## src/rtl/gb_bank_ring_ptr.sv

```systemverilog
// Per-channel bank ring pointers for the global buffer SRAM groups.
// Each channel tracks its write/read bank IDs and fill count, with sticky error on illegal pulses.
module gb_bank_ring_ptr #(
  parameter int NCH = 4,
  parameter int IDW = 4
) (
  input  logic                 clk,
  input  logic                 rst_n,
  input  logic                 CFG_load,
  input  logic [3:0]           CFGGB_SRAM_num_wei,
  input  logic [3:0]           CFGGB_SRAM_num_flgwei,
  input  logic [3:0]           CFGGB_SRAM_num_act,
  input  logic [3:0]           CFGGB_SRAM_num_flgact,
  input  logic [NCH-1:0]       wr_done,
  input  logic [NCH-1:0]       rd_done,
  output logic [NCH*IDW-1:0]   wr_cor_ID,
  output logic [NCH*IDW-1:0]   rd_cor_ID,
  output logic [NCH-1:0]       full,
  output logic [NCH-1:0]       empty,
  output logic [NCH-1:0]       err
);

  logic [IDW-1:0] numQ_r  [NCH];
  logic [IDW-1:0] wrPtr_r [NCH];
  logic [IDW-1:0] rdPtr_r [NCH];
  logic [IDW-1:0] cnt_r   [NCH];
  logic [NCH-1:0] err_r;
  logic [IDW-1:0] cfgNum_s [NCH];
  logic [NCH-1:0] full_s;
  logic [NCH-1:0] empty_s;
  logic [NCH-1:0] wrAcc_s;
  logic [NCH-1:0] rdAcc_s;

  // Ring advance wraps at the configured bank count, not at the ID width.
  function automatic logic [IDW-1:0] nextPtr(input logic [IDW-1:0] ptr, input logic [IDW-1:0] num);
    logic [IDW-1:0] nxt;
    if (ptr == (num - {{(IDW-1){1'b0}}, 1'b1})) begin
      nxt = {IDW{1'b0}};
    end else begin
      nxt = ptr + {{(IDW-1){1'b0}}, 1'b1};
    end
    return nxt;
  endfunction

  assign cfgNum_s[0] = CFGGB_SRAM_num_wei;
  assign cfgNum_s[1] = CFGGB_SRAM_num_flgwei;
  assign cfgNum_s[2] = CFGGB_SRAM_num_act;
  assign cfgNum_s[3] = CFGGB_SRAM_num_flgact;

  // Flag decode and acceptance from registered state only.
  always_comb begin
    full_s    = '0;
    empty_s   = '0;
    wrAcc_s   = '0;
    rdAcc_s   = '0;
    wr_cor_ID = '0;
    rd_cor_ID = '0;
    for (int i = 0; i < NCH; i++) begin
      full_s[i]  = (cnt_r[i] == numQ_r[i]);
      empty_s[i] = (cnt_r[i] == {IDW{1'b0}});
      wrAcc_s[i] = wr_done[i] & ~full_s[i];
      rdAcc_s[i] = rd_done[i] & ~empty_s[i];
      wr_cor_ID[i*IDW +: IDW] = wrPtr_r[i];
      rd_cor_ID[i*IDW +: IDW] = rdPtr_r[i];
    end
  end

  assign full  = full_s;
  assign empty = empty_s;
  assign err   = err_r;

  // Ring state: reset, configuration load, then per-channel pointer/count updates.
  always_ff @(posedge clk) begin
    if (!rst_n) begin
      for (int i = 0; i < NCH; i++) begin
        numQ_r[i]  <= {IDW{1'b0}};
        wrPtr_r[i] <= {IDW{1'b0}};
        rdPtr_r[i] <= {IDW{1'b0}};
        cnt_r[i]   <= {IDW{1'b0}};
      end
      err_r <= '0;
    end else if (CFG_load) begin
      for (int i = 0; i < NCH; i++) begin
        numQ_r[i]  <= cfgNum_s[i];
        wrPtr_r[i] <= {IDW{1'b0}};
        rdPtr_r[i] <= {IDW{1'b0}};
        cnt_r[i]   <= {IDW{1'b0}};
      end
      err_r <= '0;
    end else begin
      for (int i = 0; i < NCH; i++) begin
        if (wrAcc_s[i]) begin
          wrPtr_r[i] <= nextPtr(wrPtr_r[i], numQ_r[i]);
        end else begin
          wrPtr_r[i] <= wrPtr_r[i];
        end
        if (rdAcc_s[i]) begin
          rdPtr_r[i] <= nextPtr(rdPtr_r[i], numQ_r[i]);
        end else begin
          rdPtr_r[i] <= rdPtr_r[i];
        end
        case ({wrAcc_s[i], rdAcc_s[i]})
          2'b10:   cnt_r[i] <= cnt_r[i] + {{(IDW-1){1'b0}}, 1'b1};
          2'b01:   cnt_r[i] <= cnt_r[i] - {{(IDW-1){1'b0}}, 1'b1};
          default: cnt_r[i] <= cnt_r[i];
        endcase
        numQ_r[i] <= numQ_r[i];
      end
      // Rejected pulses (full write, empty read, disabled channel) latch the error.
      err_r <= err_r | (wr_done & full_s) | (rd_done & empty_s);
    end
  end

endmodule

```

## config.mk

```make
export PLATFORM = sky130hd
export DESIGN_NAME = gb_bank_ring_ptr
export DESIGN_NICKNAME = d
export VERILOG_FILES = /design/src/rtl/gb_bank_ring_ptr.sv
export SDC_FILE = /design/constraint.sdc
export NUM_CORES = 1
export LEC_CHECK = 0
export ABC_AREA = 1
export BUFFER_PORTS_ARGS = -buffer_cell sky130_fd_sc_hd__buf_2
export CORE_MARGIN = 2
export CORE_UTILIZATION = 30
export CTS_BUF_LIST = sky130_fd_sc_hd__clkbuf_4 sky130_fd_sc_hd__clkbuf_8
export CTS_CLUSTER_DIAMETER = 200
export CTS_CLUSTER_SIZE = 25
export DETAILED_ROUTE_END_ITERATION = 8
export PLACE_DENSITY_LB_ADDON = 0.25
export SETUP_SLACK_MARGIN = 0.02
export SKIP_CTS_REPAIR_TIMING = 1
export SYNTH_ARGS = -nofsm -noshare
export SYNTH_HDL_FRONTEND = slang
export SYNTH_SLANG_ARGS = --single-unit
```

## constraint.sdc

```tcl
create_clock -name clk -period 4.2 [get_ports clk]
set_input_delay 0.63 -clock clk [delete_from_list [all_inputs] [get_ports clk]]
set_output_delay 0.63 -clock clk [all_outputs]
set_load 0.005 [all_outputs]
```

Word level (Yosys, flattened, before mapping)
Memory sizes are Yosys's and may differ from the RTL's.
Cells that the tools add are included.
{"block": "word_totals", "wordCells": 322, "output_inout_bits": 44, "n_memories": 4, "mem_bits_rw": 64, "register_bits": 4, "in_bits": 27}
{"block": "classes", "mux": 199, "bitwise_logic": 69, "n_addsub": 20, "eq_ne": 20, "n_reduce_logical": 9}
{"memory": "cnt_r", "words": 4, "word_bits": 4, "read_ports": 4, "rd_ports_with_merged_regs": 0, "write_ports": 4, "line_no": "26", "source": "logic [IDW-1:0] cnt_r [NCH];"}
{"memory": "numQ_r", "words": 4, "word_bits": 4, "read_ports": 4, "rd_ports_with_merged_regs": 0, "write_ports": 4, "line_no": "23", "source": "logic [IDW-1:0] numQ_r [NCH];"}
{"memory": "rdPtr_r", "words": 4, "word_bits": 4, "read_ports": 4, "rd_ports_with_merged_regs": 0, "write_ports": 4, "line_no": "25", "source": "logic [IDW-1:0] rdPtr_r [NCH];"}
{"memory": "wrPtr_r", "words": 4, "word_bits": 4, "read_ports": 4, "rd_ports_with_merged_regs": 0, "write_ports": 4, "line_no": "24", "source": "logic [IDW-1:0] wrPtr_r [NCH];"}
{"op": "$mux W4", "n": 80}
{"op": "$mux W1", "n": 119}
{"op": "$add A4 B1 Y4 const B", "n": 12}
{"op": "$eq A4 B4 Y1", "n": 12}
{"op": "$or A1 B1 Y1", "n": 48}
{"op": "$sub A4 B1 Y4 const B", "n": 8}
{"op": "$logic_not A4 Y1", "n": 4}
{"op": "$reduce_or A2 Y1", "n": 5}
{"op": "$not A1 Y1", "n": 9}
{"op": "$and A1 B1 Y1", "n": 8}
{"op": "$and A4 B4 Y4", "n": 2}
{"op": "$eq A2 B1 Y1 const B", "n": 4}
{"op": "$eq A2 B2 Y1 const B", "n": 4}
{"op": "$or A4 B4 Y4", "n": 2}

Longest topological paths before layout
{"block": "depth", "ltp_word": 11, "mapped_depth": 16, "mapped_depth_nobuf": 15}

Worst setup path after synthesis
Ideal clock, no wire load.
{"block": "synth_path", "path_type": "reg-to-reg", "start": "mem cnt_r[3][0]", "end": "mem cnt_r[3][3] (data pin)", "setup_time_ps": 253, "path_stages_with_launch": 15, "t_arrival_ps": 1910, "required_time_ps": 3947, "path_slack_ps": 2038, "synth_period_minus_slack_ps": 2162, "n_path_buf": 0, "path_cell_list": "edfxtp_1 xor2_1 a21oi_1 nand2_1 nand2_1 ha_1 nand2_4 inv_1 ha_1 nand2_1 nor2_1 a211oi_1 nand2_1 nand2_1 nor2_1"}
{"item": "start: declaration", "line_no": "26"}

==> results.py <==
metrics = {
    "clock_network": {
        "clock_path_buffers": 2,
        "cts-root-buf": "clkbuf_8",
        "cts_sinks": 68,
        "cts_inserted_buffers": 9,
        "clk_pin_slew_ns": 0.08,
        "htreeDepth": 3,
        "cts_tree": "yes",
        "clk_latency_ns": 0.36,
    },
    "floorplan": {
        "core_um2": 15200,
        "die_w_um": 129,
        "start_util": 0.307,
        "die_h_um": 129,
        "ios": 71,
        "std_cell_rows": 45,
        "die_area_um2": 16600,
    },
    "worst_setup_path": {
        "crit_family": "simple AND/OR/NAND/NOR gates",
        "critPathCaptureType": "flop",
        "worstPathArrival_ns": 2.61,
        "required_ns": 4.27,
        "worstSetupPathType": "flop to flop",
        "cp_slowest_cell": "edfxtp_1",
        "path_cells": "inv_1 > ha_1 > inv_1 > nor2_1 > nand2_1 > nand2_1 > inv_1 > ha_1 > nand3_1 > nand2_1 > nor2_1 > nand3_1 > nand3_1 > nand2_1 > inv_1",
        "r2r_slack_ns": 1.66,
        "cp-start-kind": "flop",
        "max_stage_delay_ns": 0.47,
        "path_max_fanout": 5,
        "critPathBufInv": 4,
    },
    "run": {
        "cap_violations": 0,
    },
    "power": {
        "p_leak_nw": 2.79,
        "ir_drop_v": 0.000199,
        "p_per_area_nw_per_um2": 413,
        "power_mw": 2.25,
    },
    "sta": {
        "worst_slack_ns": 1.66,
        "setup_violations": 0,
        "fin_crit_ns": 2.54,
        "finalHoldViolations": 0,
        "worst_pin_slew_ns": 0.640,
        "fin_setup_tns_ns": 0,
        "rsz0062_at_grt": "no",
        "relSlewSlack": 0.569,
        "whs_ns": 0.521,
        "skew_ns": 0.0148,
        "fmax_ghz": 0.394,
        "maxSlewViolCount": 0,
        "fin_crit_sh": 0.604,
    },
    "logic_synthesis": {
        "yosys-top-cells-area": "edfxtp_1, nand2_1, inv_1, ha_1, nand3_1",
        "synth_xor_area_frac": 0.0695,
        "synth_edf_count": 64,
        "ys_ff_latch": 68,
        "synth_adder_area_share": 0.0768,
        "synth_area_per_cell_um2": 7.78,
        "yosys.area.top_type": "edfxtp_1",
        "synth_common_cells": "nand2_1, inv_1, nor2_1",
        "synth_top_area_frac": 0.412,
        "synth_compound_area_frac": 0.0411,
        "synthMuxAreaShare": 0,
        "yosysMostFrequentCell": "nand2_1",
        "yosys_warnings": 0,
        "syn_nets": 654,
        "ys.flop_type": "edfxtp_1",
        "syn_area_um2": 4660,
        "synthSimpleGateAreaFrac": 0.286,
        "async_reset_ff_frac": 0,
        "ys_seq_area_frac": 0.429,
        "ys_types": 31,
        "synth_top_family_by_area": "simple AND/OR/NAND/NOR gates",
        "synth_cells": 599,
    },
    "global_routing": {
        "antenna_found_initial": 0,
        "grt_pass1_wl_um": 17400,
        "grt_use_total": 0.132,
        "grt_pass1_vias": 3739,
        "grt.overflow.total": 0,
        "grt_max_degree": 31,
    },
    "detailed_routing": {
        "num_vias": 3878,
        "finalWirelength_um": 10600,
        "drcViolationCount": 0,
        "drtPass1Iterations": 4,
        "via_per_inst": 4.47,
        "drt-wirelength-per-cell_um": 12.2,
        "ant_nets": 0,
        "drt_iter0_drc": 187,
    },
    "finish": {
        "area.growth.synth_to_final_pct": 17.0,
        "nFillCells": 1591,
        "antenna_cells": 0,
        "drive_above_1_share": 0.146,
        "fin_nets": 730,
    },
    "place": {
        "hpwl_um": 8130,
        "gp_congestion": 0.808,
        "io_buffers": 70,
        "post-place-ws_ns": 1.34,
    },
    "min_path": {
        "hold_path_class": "input pin to flop",
    },
    "status": {
        "status": "finished clean",
    },
}
==> worst min-delay path: cells and delay by family <==
family | cells | cell delay [ns]
buf+inv | 2 | 0.12
simple gates | 1 | 0.04
==> final timing paths <==
path | start | to | depth (start not counted)
worst max-delay path | cnt_r[1][0] | cnt_r[0][2] | 15
worst min-delay path | CFGGB_SRAM_num_flgwei[2] | numQ_r[1][2] | 3
worst max register to register | cnt_r[1][0] | cnt_r[0][2] | 15
worst min register to register | err[0] | err[0] | 3
==> layer usage <==
layer  track usage  up-vias  part of all wire
li1              -     2051                 -
met1         0.170     1758              0.48
met2         0.218       57              0.46
met3        0.0333       12             0.043
met4        0.0448        0             0.016
met5             0        -                 0
==> registers in the layout (all words and copies together) (netlist names) <==
| name | flops |
|---|---|
| cnt_r | 16 |
| numQ_r | 16 |
| rdPtr_r | 16 |
| wrPtr_r | 16 |
| err | 4 |
==> final cells by class <==
class / instances / area, µm² / share of cell area
multi-input combinational: 415 / 2210 / 0.405
clock inverter: 5 / 100 / 0.0184
clock buffer: 11 / 139 / 0.0255
timing repair buffer: 70 / 350 / 0.0642
sequential: 68 / 2000 / 0.367
tap: 188 / 235 / 0.0431
inverter: 111 / 419 / 0.0769
==> cell families after synthesis <==
logic type	Yosys count
compound gates	31
xor+xnor	37
fa+ha+maj	28
buf+inv	116
flops	68
simple gates	319
==> power breakdown <==
group	internal, mW	leakage (nW)	total [mW]	switching (mW)
Combinational	0.250	1.92	0.613	0.363
Clock	0.406	0.124	0.675	0.269
Sequential	0.851	0.748	0.963	0.112
==> metrics by stage <==
stage	area [µm²]	std cells	utilization
final	5450	868	0.359
after global routing	5450	868	0.359
after CTS	5450	868	0.359
after detailed placement	5220	852	0.343
after global placement	5220	852	0.343
after floorplan	4660	599	-
==> layout by cell type (no fill, tap or decap) <==
master and n:
a211oi_1 1, a21o_1 1, a21oi_1 9, a31o_2 2, buf_2 70, bufinv_16 3
clkbuf_4 2, clkbuf_8 9, clkinv_2 2, dfxtp_1 4, edfxtp_1 64, fa_1 1
ha_1 27, inv_1 105, inv_2 5, inv_4 1, nand2_1 152, nand2_2 2
nand2_4 2, nand3_1 66, nand3b_1 8, nand4_1 2, nor2_1 87, o211ai_1 1
o21a_1 1, o21ai_0 10, o21ai_1 2, o21ai_4 1, o21bai_1 1, o31ai_1 2
xnor2_1 10, xor2_1 27
(Power assumes the default switching activity.)
